<file path="src/rtl/regfile_wb_arbiter.sv">
// Register file write-port arbiter: pipeline writeback vs. queued MDU results,
// plus the busy-register scoreboard that drives the decode hazard stall.
module regfile_wb_arbiter #(
  parameter int DATA_W = 32,
  parameter int REG_AW = 5,
  parameter int QDEPTH = 2
) (
  input  logic                      clk,
  input  logic                      rst_n,
  input  logic                      wb_valid,
  input  logic [REG_AW-1:0]         wb_reg,
  input  logic [DATA_W-1:0]         wb_data,
  input  logic                      mdu_valid,
  input  logic [REG_AW-1:0]         mdu_reg,
  input  logic [DATA_W-1:0]         mdu_data,
  output logic                      mdu_ready,
  input  logic                      issue_valid,
  input  logic [REG_AW-1:0]         issue_reg,
  input  logic [REG_AW-1:0]         rs1,
  input  logic [REG_AW-1:0]         rs2,
  output logic                      stall,
  output logic                      rf_we,
  output logic [REG_AW-1:0]         rf_waddr,
  output logic [DATA_W-1:0]         rf_wdata,
  output logic [$clog2(QDEPTH):0]   q_count
);

  localparam int NREG = 1 << REG_AW;
  localparam int PW   = $clog2(QDEPTH);
  localparam int CW   = PW + 1;

  logic [REG_AW-1:0] q_reg  [QDEPTH];
  logic [DATA_W-1:0] q_data [QDEPTH];
  logic [PW-1:0]     rptr;
  logic [PW-1:0]     wptr;
  logic [CW-1:0]     cnt;
  logic [NREG-1:0]   busy;
  logic [NREG-1:0]   busy_n;
  logic              push;
  logic              pop;
  logic [REG_AW-1:0] head_reg;
  logic [DATA_W-1:0] head_data;

  assign q_count   = cnt;
  assign mdu_ready = (cnt != CW'(QDEPTH));
  assign push      = mdu_valid & mdu_ready;
  assign pop       = ~wb_valid & (cnt != '0);
  assign head_reg  = q_reg[rptr];
  assign head_data = q_data[rptr];

  // Hazard: RAW on either source, or WAW on a new long-latency issue.
  assign stall = ((rs1 != '0) & busy[rs1])
               | ((rs2 != '0) & busy[rs2])
               | (issue_valid & (issue_reg != '0) & busy[issue_reg]);

  // FIFO storage; contents are only meaningful under the count.
  always_ff @(posedge clk) begin
    if (push) begin
      q_reg[wptr]  <= mdu_reg;
      q_data[wptr] <= mdu_data;
    end
  end

  // FIFO pointers and occupancy; pointers wrap naturally (power-of-two depth).
  always_ff @(posedge clk or negedge rst_n) begin
    if (!rst_n) begin
      rptr <= '0;
      wptr <= '0;
      cnt  <= '0;
    end else begin
      if (push) wptr <= wptr + PW'(1);
      if (pop)  rptr <= rptr + PW'(1);
      unique case ({push, pop})
        2'b10:   cnt <= cnt + CW'(1);
        2'b01:   cnt <= cnt - CW'(1);
        default: cnt <= cnt;
      endcase
    end
  end

  // Scoreboard next state: a retiring MDU write clears, a new issue sets (set wins).
  always_comb begin
    busy_n = busy;
    if (pop) busy_n[head_reg] = 1'b0;
    if (issue_valid && (issue_reg != '0)) busy_n[issue_reg] = 1'b1;
    busy_n[0] = 1'b0;
  end

  // Scoreboard register.
  always_ff @(posedge clk or negedge rst_n) begin
    if (!rst_n) busy <= '0;
    else        busy <= busy_n;
  end

  // Registered write port: pipeline first, then FIFO head; x0 writes suppressed.
  always_ff @(posedge clk or negedge rst_n) begin
    if (!rst_n) begin
      rf_we    <= 1'b0;
      rf_waddr <= '0;
      rf_wdata <= '0;
    end else if (wb_valid) begin
      rf_we    <= (wb_reg != '0);
      rf_waddr <= wb_reg;
      rf_wdata <= wb_data;
    end else if (pop) begin
      rf_we    <= (head_reg != '0);
      rf_waddr <= head_reg;
      rf_wdata <= head_data;
    end else begin
      rf_we    <= 1'b0;
    end
  end

endmodule

</file>
<file path="config.mk">
export PLATFORM = sky130hd
export DESIGN_NAME = regfile_wb_arbiter
export DESIGN_NICKNAME = d
export VERILOG_FILES = /design/src/rtl/regfile_wb_arbiter.sv
export SDC_FILE = /design/constraint.sdc
export NUM_CORES = 1
export LEC_CHECK = 0
export BUFFER_PORTS_ARGS = -buffer_cell sky130_fd_sc_hd__buf_2
export CAP_MARGIN = 20
export CORE_MARGIN = 10
export CORE_UTILIZATION = 43
export DETAILED_ROUTE_END_ITERATION = 10
export SYNTH_ARGS = -nofsm -noshare
export SYNTH_HDL_FRONTEND = slang
export SYNTH_SLANG_ARGS = --single-unit
export TNS_END_PERCENT = 100
</file>
<file path="constraint.sdc">
create_clock -name clk -period 5.17 [get_ports clk]
set_clock_uncertainty 0.2 [all_clocks]
set_input_delay 1.034 -clock clk [delete_from_list [all_inputs] [get_ports clk]]
set_output_delay 1.034 -clock clk [all_outputs]
set_load 0.05 [all_outputs]
</file>
==> impl_metrics.yaml, run 1 <==
outcome:
  run_status: "finished clean"
finish:
  largest_reg_flops: 64
  layout_top_registers: "q_data (64), rf_wdata (32), busy (31)"
  finish.cell_count_without_fillers: 916
  multi_input_area_sq_mm: 0.00251
  fillCellCount: 1393
  drive_gt1_share_pct: 28.7
  registers.top_by_ff_count: "q_data"
  post-route-util_pct: 53.9
  design.final.nets: 785
  area_growth_pct: 22.0
  register_area_sq_mm: 0.00405
yosys:
  synth_top_cell_by_area: "edfxtp_1"
  part_of_the_yosys_area_used_for_sequential_elements_pct: 59.9
  yosys_cell_types: 49
  ys_top_cells_by_area: "edfxtp_1 (33%), dfrtp_1 (27%), mux2i_1 (6.7%), mux4_2 (5.7%), o21ai_0 (4.1%)"
  synth_warn: 0
  synth_top_family_by_area: "multiplexers"
  syn-cell-area_sq_mm: 0.00676
  synthesis.instances: 568
  share_of_the_synthesized_area_in_compound_gates_ao_oa_aoi_oai_pct: 12.4
  asyncSetResetFlopFracSynth_pct: 49.7
  synth_adder_area_share_pct: 0.185
  synth_top_area_share_pct: 32.9
  synth-simple-area-share_pct: 10.2
  ys.flop_type: "edfxtp_1"
  post_synthesis_net_count: 663
  yosysMostFrequentCell: "edfxtp_1"
  syn-mean-instance-area_sq_um: 11.9
  ys_top_cells_by_count: "edfxtp_1 (74), dfrtp_1 (73), nand2_1 (64)"
  synth_mux_area_share_pct: 13.5
  post_synth_xor_area_fraction_pct: 0.648
  synth.ff_latch_count: 147
  number_of_flops_mapped_to_enable_cells_by_yosys: 74
worst_setup_path:
  timing.critical_path.max_delay_family: "buffers and inverters"
  critPathCaptureType: "primary output"
  critical_path.reg2reg.endpoint: "rf_we$_DFF_PN0_"
  cells_on_worst_reg2reg_path: 5
  crit_required_ns: 3.94
  crit-reg2reg-launch: "rptr$_DFFE_PN0P_"
  worst_setup_path_startpoint: "issue_reg[0]"
  critPathMaxStageDelay_ns: 0.55
  path_cells: "buf_2 > mux4_2 > nand3_1 > o21ai_0 > o31ai_1 > nand4_1 > buf_2"
  path_buf_inv: 2
  cp-start-kind: "input port"
  setup_crit_path_kind: "input port to primary output"
  regToRegSetupSlack_ns: 2.39
  critical_path_arrival_ns: 2.79
  critical_path.most_common_cell: "buf_2"
  crit_path_top_delay_cell: "mux4_2"
  critical_path.max_fanout: 19
detailed_routing:
  drtAntennaViolNets: 0
  dr.first_iter.drc_count: 314
  drt-vias-per-instance: 5.40
  postRouteWirelength_mm: 17.2
  post_drt_wl_per_cell_microns: 18.7
  firstDrtPassIters: 5
  detailroute.via_count: 4949
  route.detailed.drc: 0
clock_tree:
  cts.hold.buffers_added: 0
  clkTransAtPathRegs_ns: 0.06
  cts-root-to-sink-buffers: 2
  clock_sinks: 147
  htree_levels: 4
  tritoncts: "built"
  cts_setup_buffers: 0
  cts-resized-gates: 0
  worst_skew_pair.late_latency_ns: 0.41
  cts_root_buffer: "clkbuf_16"
  inserted_clock_buffers: 17
sta:
  setup-tns-final_ns: 0
  finalCriticalPeriod_ns: 4.02
  hold-worst-slack_ns: 0.341
  max_slew_margin_pct: 38.6
  postLayoutSetupSlackWorst_ns: 1.15
  drv_slew: 0
  setup_viol_count_final: 0
  transition_at_the_pin_with_the_smallest_max_transition_slack_ns: 0.922
  max_freq_ghz: 0.249
  hold_viol_final: 0
  rsz_0062_raised_after_global_routing: "no"
  timing.final.crit_share_pct: 77.7
floorplanning:
  io_pins: 136
  fp.dieArea_sq_mm: 0.0211
  core-area_sq_mm: 0.0153
  initial_utilization_pct: 44.2
  die_height_microns: 145
  fp.dieW_microns: 145
  floorplan.rows: 45
global_route:
  overflow: 0
  grt.total_usage_pct: 16.4
  grt_pass1_vias: 5151
  grt_first_pass_wirelength_mm: 27.7
  grt_start_max_net_pins: 79
  number_of_antenna_violations_at_the_first_check_in_global_routing: 4
hold_path:
  hold_path.class: "input port to asynchronous set/reset pin"
job:
  drv.max_cap_violation_count: 0
power:
  cellLeakagePower_nw: 3.40
  clkPwrFrac_pct: 26.7
  p_sw_mw: 1.90
  sw_frac_of_total_pct: 38.0
  vdd_drop_max_mv: 0.384
  seq_power_share_pct: 38.8
  power.share.combinational_pct: 34.4
  p_int_mw: 3.10
  power.density_cell_area_mw_per_mm2: 606
placement:
  post-place-ws_ns: 1.15
  placedCellCount: 881
  routabilityCongestion: 0.895
  port-buffer-count: 135
  post-dp-hpwl_mm: 12.4
[power groups by stage]
| stage | combinational, mW | clock [mW] | sequential [mW] |
|---|---|---|---|
| detailed placement | 1.74 | 0 | 1.96 |
| global placement | 1.70 | 0 | 1.94 |
| floorplan | 1.01 | 0 | 2.18 |
| global route | 1.89 | 1.42 | 1.99 |
| CTS | 1.74 | 1.36 | 1.94 |
| finish | 1.72 | 1.34 | 1.94 |
[worst max path at each step]
stage / endpoint / depth (start not counted)
floorplan: stall / 6
global placement: stall / 7
detailed placement: stall / 7
CTS: stall / 7
global route: stall / 7
finish: stall / 7
[worst reg2reg max path, cell delays in order (launching register included)]
cell and delay [ns]:
dfrtp_2 0.82, buf_4 0.45, mux2i_1 0.56, nand3_1 0.28
o31ai_1 0.28, nand2_1 0.08
[area by class of cell]
cell class / instances / area share [%]
Clock buffer: 19 / 5.37
Multi-Input combinational cell: 380 / 30.4
Sequential cell: 147 / 49.1
Tap cell: 211 / 3.20
Clock inverter: 13 / 2.49
Inverter: 4 / 0.182
Timing Repair Buffer: 140 / 9.16
Antenna cell: 2 / 0.0607
[per-stage QoR]
step | power, mW | area [sq um]
final | 5.00 | 8250
after global routing | 5.30 | 8250
after CTS | 5.04 | 8220
after detailed placement | 3.70 | 7570
after global placement | 3.64 | 7540
after floorplan | 3.19 | 6760
[logic make-up after synthesis]
kind of cell / count (synthesis)
AO/OA/AOI/OAI: 157
multiplexers: 68
buffers and inverters: 41
XOR/XNOR: 5
AND/OR/NAND/NOR: 149
flip-flops: 147
adder cells (fa/ha/maj): 1
[layout by cell type, fill, tap and decap left out, types with 3 or more instances in the layout]
cell / Yosys / final
nand4_1: 4 / 4
mux2_2: 3 / 3
o21ai_1: 51 / 51
buf_4: 2 / 4
dfrtp_1: 73 / 72
nor2b_1: 3 / 3
buf_2: 16 / 134
xnor2_1: 3 / 3
o22ai_1: 3 / 3
mux4_2: 17 / 17
nor3b_1: 3 / 3
nand2_1: 64 / 64
edfxtp_1: 74 / 74
clkinv_1: 2 / 3
mux2i_1: 45 / 45
a21oi_1: 33 / 33
clkbuf_16: 0 / 17
nand3b_1: 5 / 5
nor2_1: 42 / 40
o31ai_1: 3 / 3
o21ai_0: 56 / 56
bufinv_16: 0 / 5
nand3_1: 7 / 7
nand2b_1: 5 / 5
[layer usage]
| layer | up-vias | part of all wire, % | GRT usage [%] |
|---|---|---|---|
| li1 | 2339 | - | - |
| met1 | 2394 | 43 | 19.8 |
| met2 | 183 | 48 | 26.1 |
| met3 | 29 | 7.8 | 5.93 |
| met4 | 4 | 1.9 | 6.52 |
| met5 | - | 0.13 | 0 |
Note: power is estimated with default switching activity, not from simulation.
==> run 2: changes to the inputs <==
- PLACE_DENSITY: default -> 0.67
- clock period: 5.17 -> 3.66 ns (I/O delays scaled with it)
==> impl_metrics.yaml, run 2 (synthesis results as in run 1) <==
detailed_routing:
  route.detailed.drc: 0
  drtAntennaViolNets: 0
  post_drt_wl_per_cell_microns: 18.9
  firstDrtPassIters: 6
  postRouteWirelength_mm: 17.4
  detailroute.via_count: 4943
  dr.first_iter.drc_count: 399
  drt-vias-per-instance: 5.38
floorplanning:
  fp.dieW_microns: 145
  fp.dieArea_sq_mm: 0.0211
  floorplan.rows: 45
  io_pins: 136
  core-area_sq_mm: 0.0153
  die_height_microns: 145
  initial_utilization_pct: 44.2
worst_setup_path:
  timing.critical_path.max_delay_family: "multiplexers"
  cp-start-kind: "input port"
  critical_path_arrival_ns: 2.33
  path_buf_inv: 2
  critPathMaxStageDelay_ns: 0.53
  setup_crit_path_kind: "input port to primary output"
  path_cells: "buf_2 > mux4_2 > nand3_1 > o21ai_0 > o31ai_1 > nand4_1 > buf_2"
  cp_num_cells: 7
  critical_path.most_common_cell: "buf_2"
  critical_path.max_fanout: 12
  critPathCaptureType: "primary output"
  crit_required_ns: 2.73
  cells_on_worst_reg2reg_path: 5
  crit_path_top_delay_cell: "mux4_2"
finish:
  fin_area_sq_mm: 0.00814
  design.final.nets: 787
  top_library_cells_by_usage_in_the_layout_fill_and_taps_aside: "buf_2 (134), edfxtp_1 (74), dfrtp_1 (72)"
  mostFrequentLayoutCell: "buf_2"
  largest_reg_flops: 64
  fillCellCount: 1396
  drive_gt1_share_pct: 28.7
  registers.top_by_ff_count: "q_data"
  area_growth_pct: 20.4
  layout_top_registers: "q_data (64), rf_wdata (32), busy (31)"
placement:
  placedInstanceArea_sq_mm: 0.00757
  routabilityCongestion: 0.912
  post-dp-hpwl_mm: 12.7
  port-buffer-count: 135
  post-place-ws_ns: 0.373
clock_tree:
  clkTransAtPathRegs_ns: 0.06
  cts-root-to-sink-buffers: 2
  cts-resized-gates: 0
  inserted_clock_buffers: 17
  tritoncts: "built"
  clock_sinks: 147
  cts_setup_buffers: 0
  htree_levels: 4
  worst_skew_pair.late_latency_ns: 0.41
  cts_root_buffer: "clkbuf_16"
  cts.hold.buffers_added: 0
sta:
  finalCriticalPeriod_ns: 3.26
  setup_viol_count_final: 0
  drv_slew: 0
  transition_at_the_pin_with_the_smallest_max_transition_slack_ns: 0.973
  timing.final.crit_share_pct: 89.2
  max_freq_ghz: 0.306
  rsz_0062_raised_after_global_routing: "no"
  hold-worst-slack_ns: 0.284
  hold_viol_final: 0
  setup-tns-final_ns: 0
  max_slew_margin_pct: 35.1
  postLayoutSetupSlackWorst_ns: 0.395
hold_path:
  hold_path.class: "input port to asynchronous set/reset pin"
power:
  cellLeakagePower_nw: 3.35
  finalPower_mw: 6.85
  power.density_cell_area_mw_per_mm2: 842
  vdd_drop_max_mv: 0.523
job:
  drv.max_cap_violation_count: 0
global_route:
  grt_start_max_net_pins: 74
  number_of_antenna_violations_at_the_first_check_in_global_routing: 2
  overflow: 0
  grt_pass1_vias: 5304
  grt.total_usage_pct: 16.5
  grt_first_pass_wirelength_mm: 28.4
outcome:
  run_status: "finished clean"
## run 2: changes by cell type in the layout (fill, tap and decap cells not counted)
cell	delta
buf_4	+4
clkbuf_8	-1
bufinv_16	-3
clkinv_1	+2
buf_16	-2
clkinvlp_4	+2
## run 2: metrics by stage
step	utilization, %	cells
after floorplan	-	568
final	53.2	918
after global routing	53.1	916
after detailed placement	49.4	884
after CTS	53.1	916
after global placement	49.4	884
## run 2: power breakdown
group          switching [mW]  internal [mW]
logic                    1.60          0.851
registers               0.443           2.30
clock network           0.660          0.998
total                    2.71           4.15
## run 2: worst paths after layout
kind | slack (ns) | end | start
max in group asynchronous | 2.30 | rptr$_DFFE_PN0P_ | rst_n
worst max-delay path | 0.40 | stall | issue_reg[0]
min in group clk | 0.31 | q_data[1][11]$_DFFE_PP_ | mdu_data[11]
worst max register to register | 1.27 | rf_we$_DFF_PN0_ | rptr$_DFFE_PN0P_
worst min-delay path | 0.28 | busy[5]$_DFF_PN0_ | rst_n
worst min register to register | 0.34 | rf_wdata[1]$_DFFE_PN0P_ | rf_wdata[1]$_DFFE_PN0P_
## run 2: metal layers
metal  up-vias  global-route usage (%)  share of wire, %  wire (microns)
met2       165                    27.4                49            8510
met4         0                    4.95               1.5             265
met3        23                    5.18               6.7            1160
met1      2414                    20.3                43            7460
li1       2341                       -                 -               -
met5         -                       0                 0               0
## run 2: cell type report
class | instances | area (sq um) | share of cell area [%]
inverter | 4 | 15.0 | 0.184
multi-input combinational | 380 | 2510 | 30.8
sequential | 147 | 4050 | 49.7
clock inverter | 14 | 138 | 1.69
clock buffer | 18 | 429 | 5.27
antenna | 2 | 5.00 | 0.0615
tap | 211 | 264 | 3.24
timing repair buffer | 142 | 731 | 8.97
## run 2: worst reg2reg max path: stages, from the launching register on
cell	delay, ns
dfrtp_2	0.61
buf_4	0.35
mux2i_2	0.45
nand3_1	0.24
o31ai_1	0.30
nand2_1	0.11
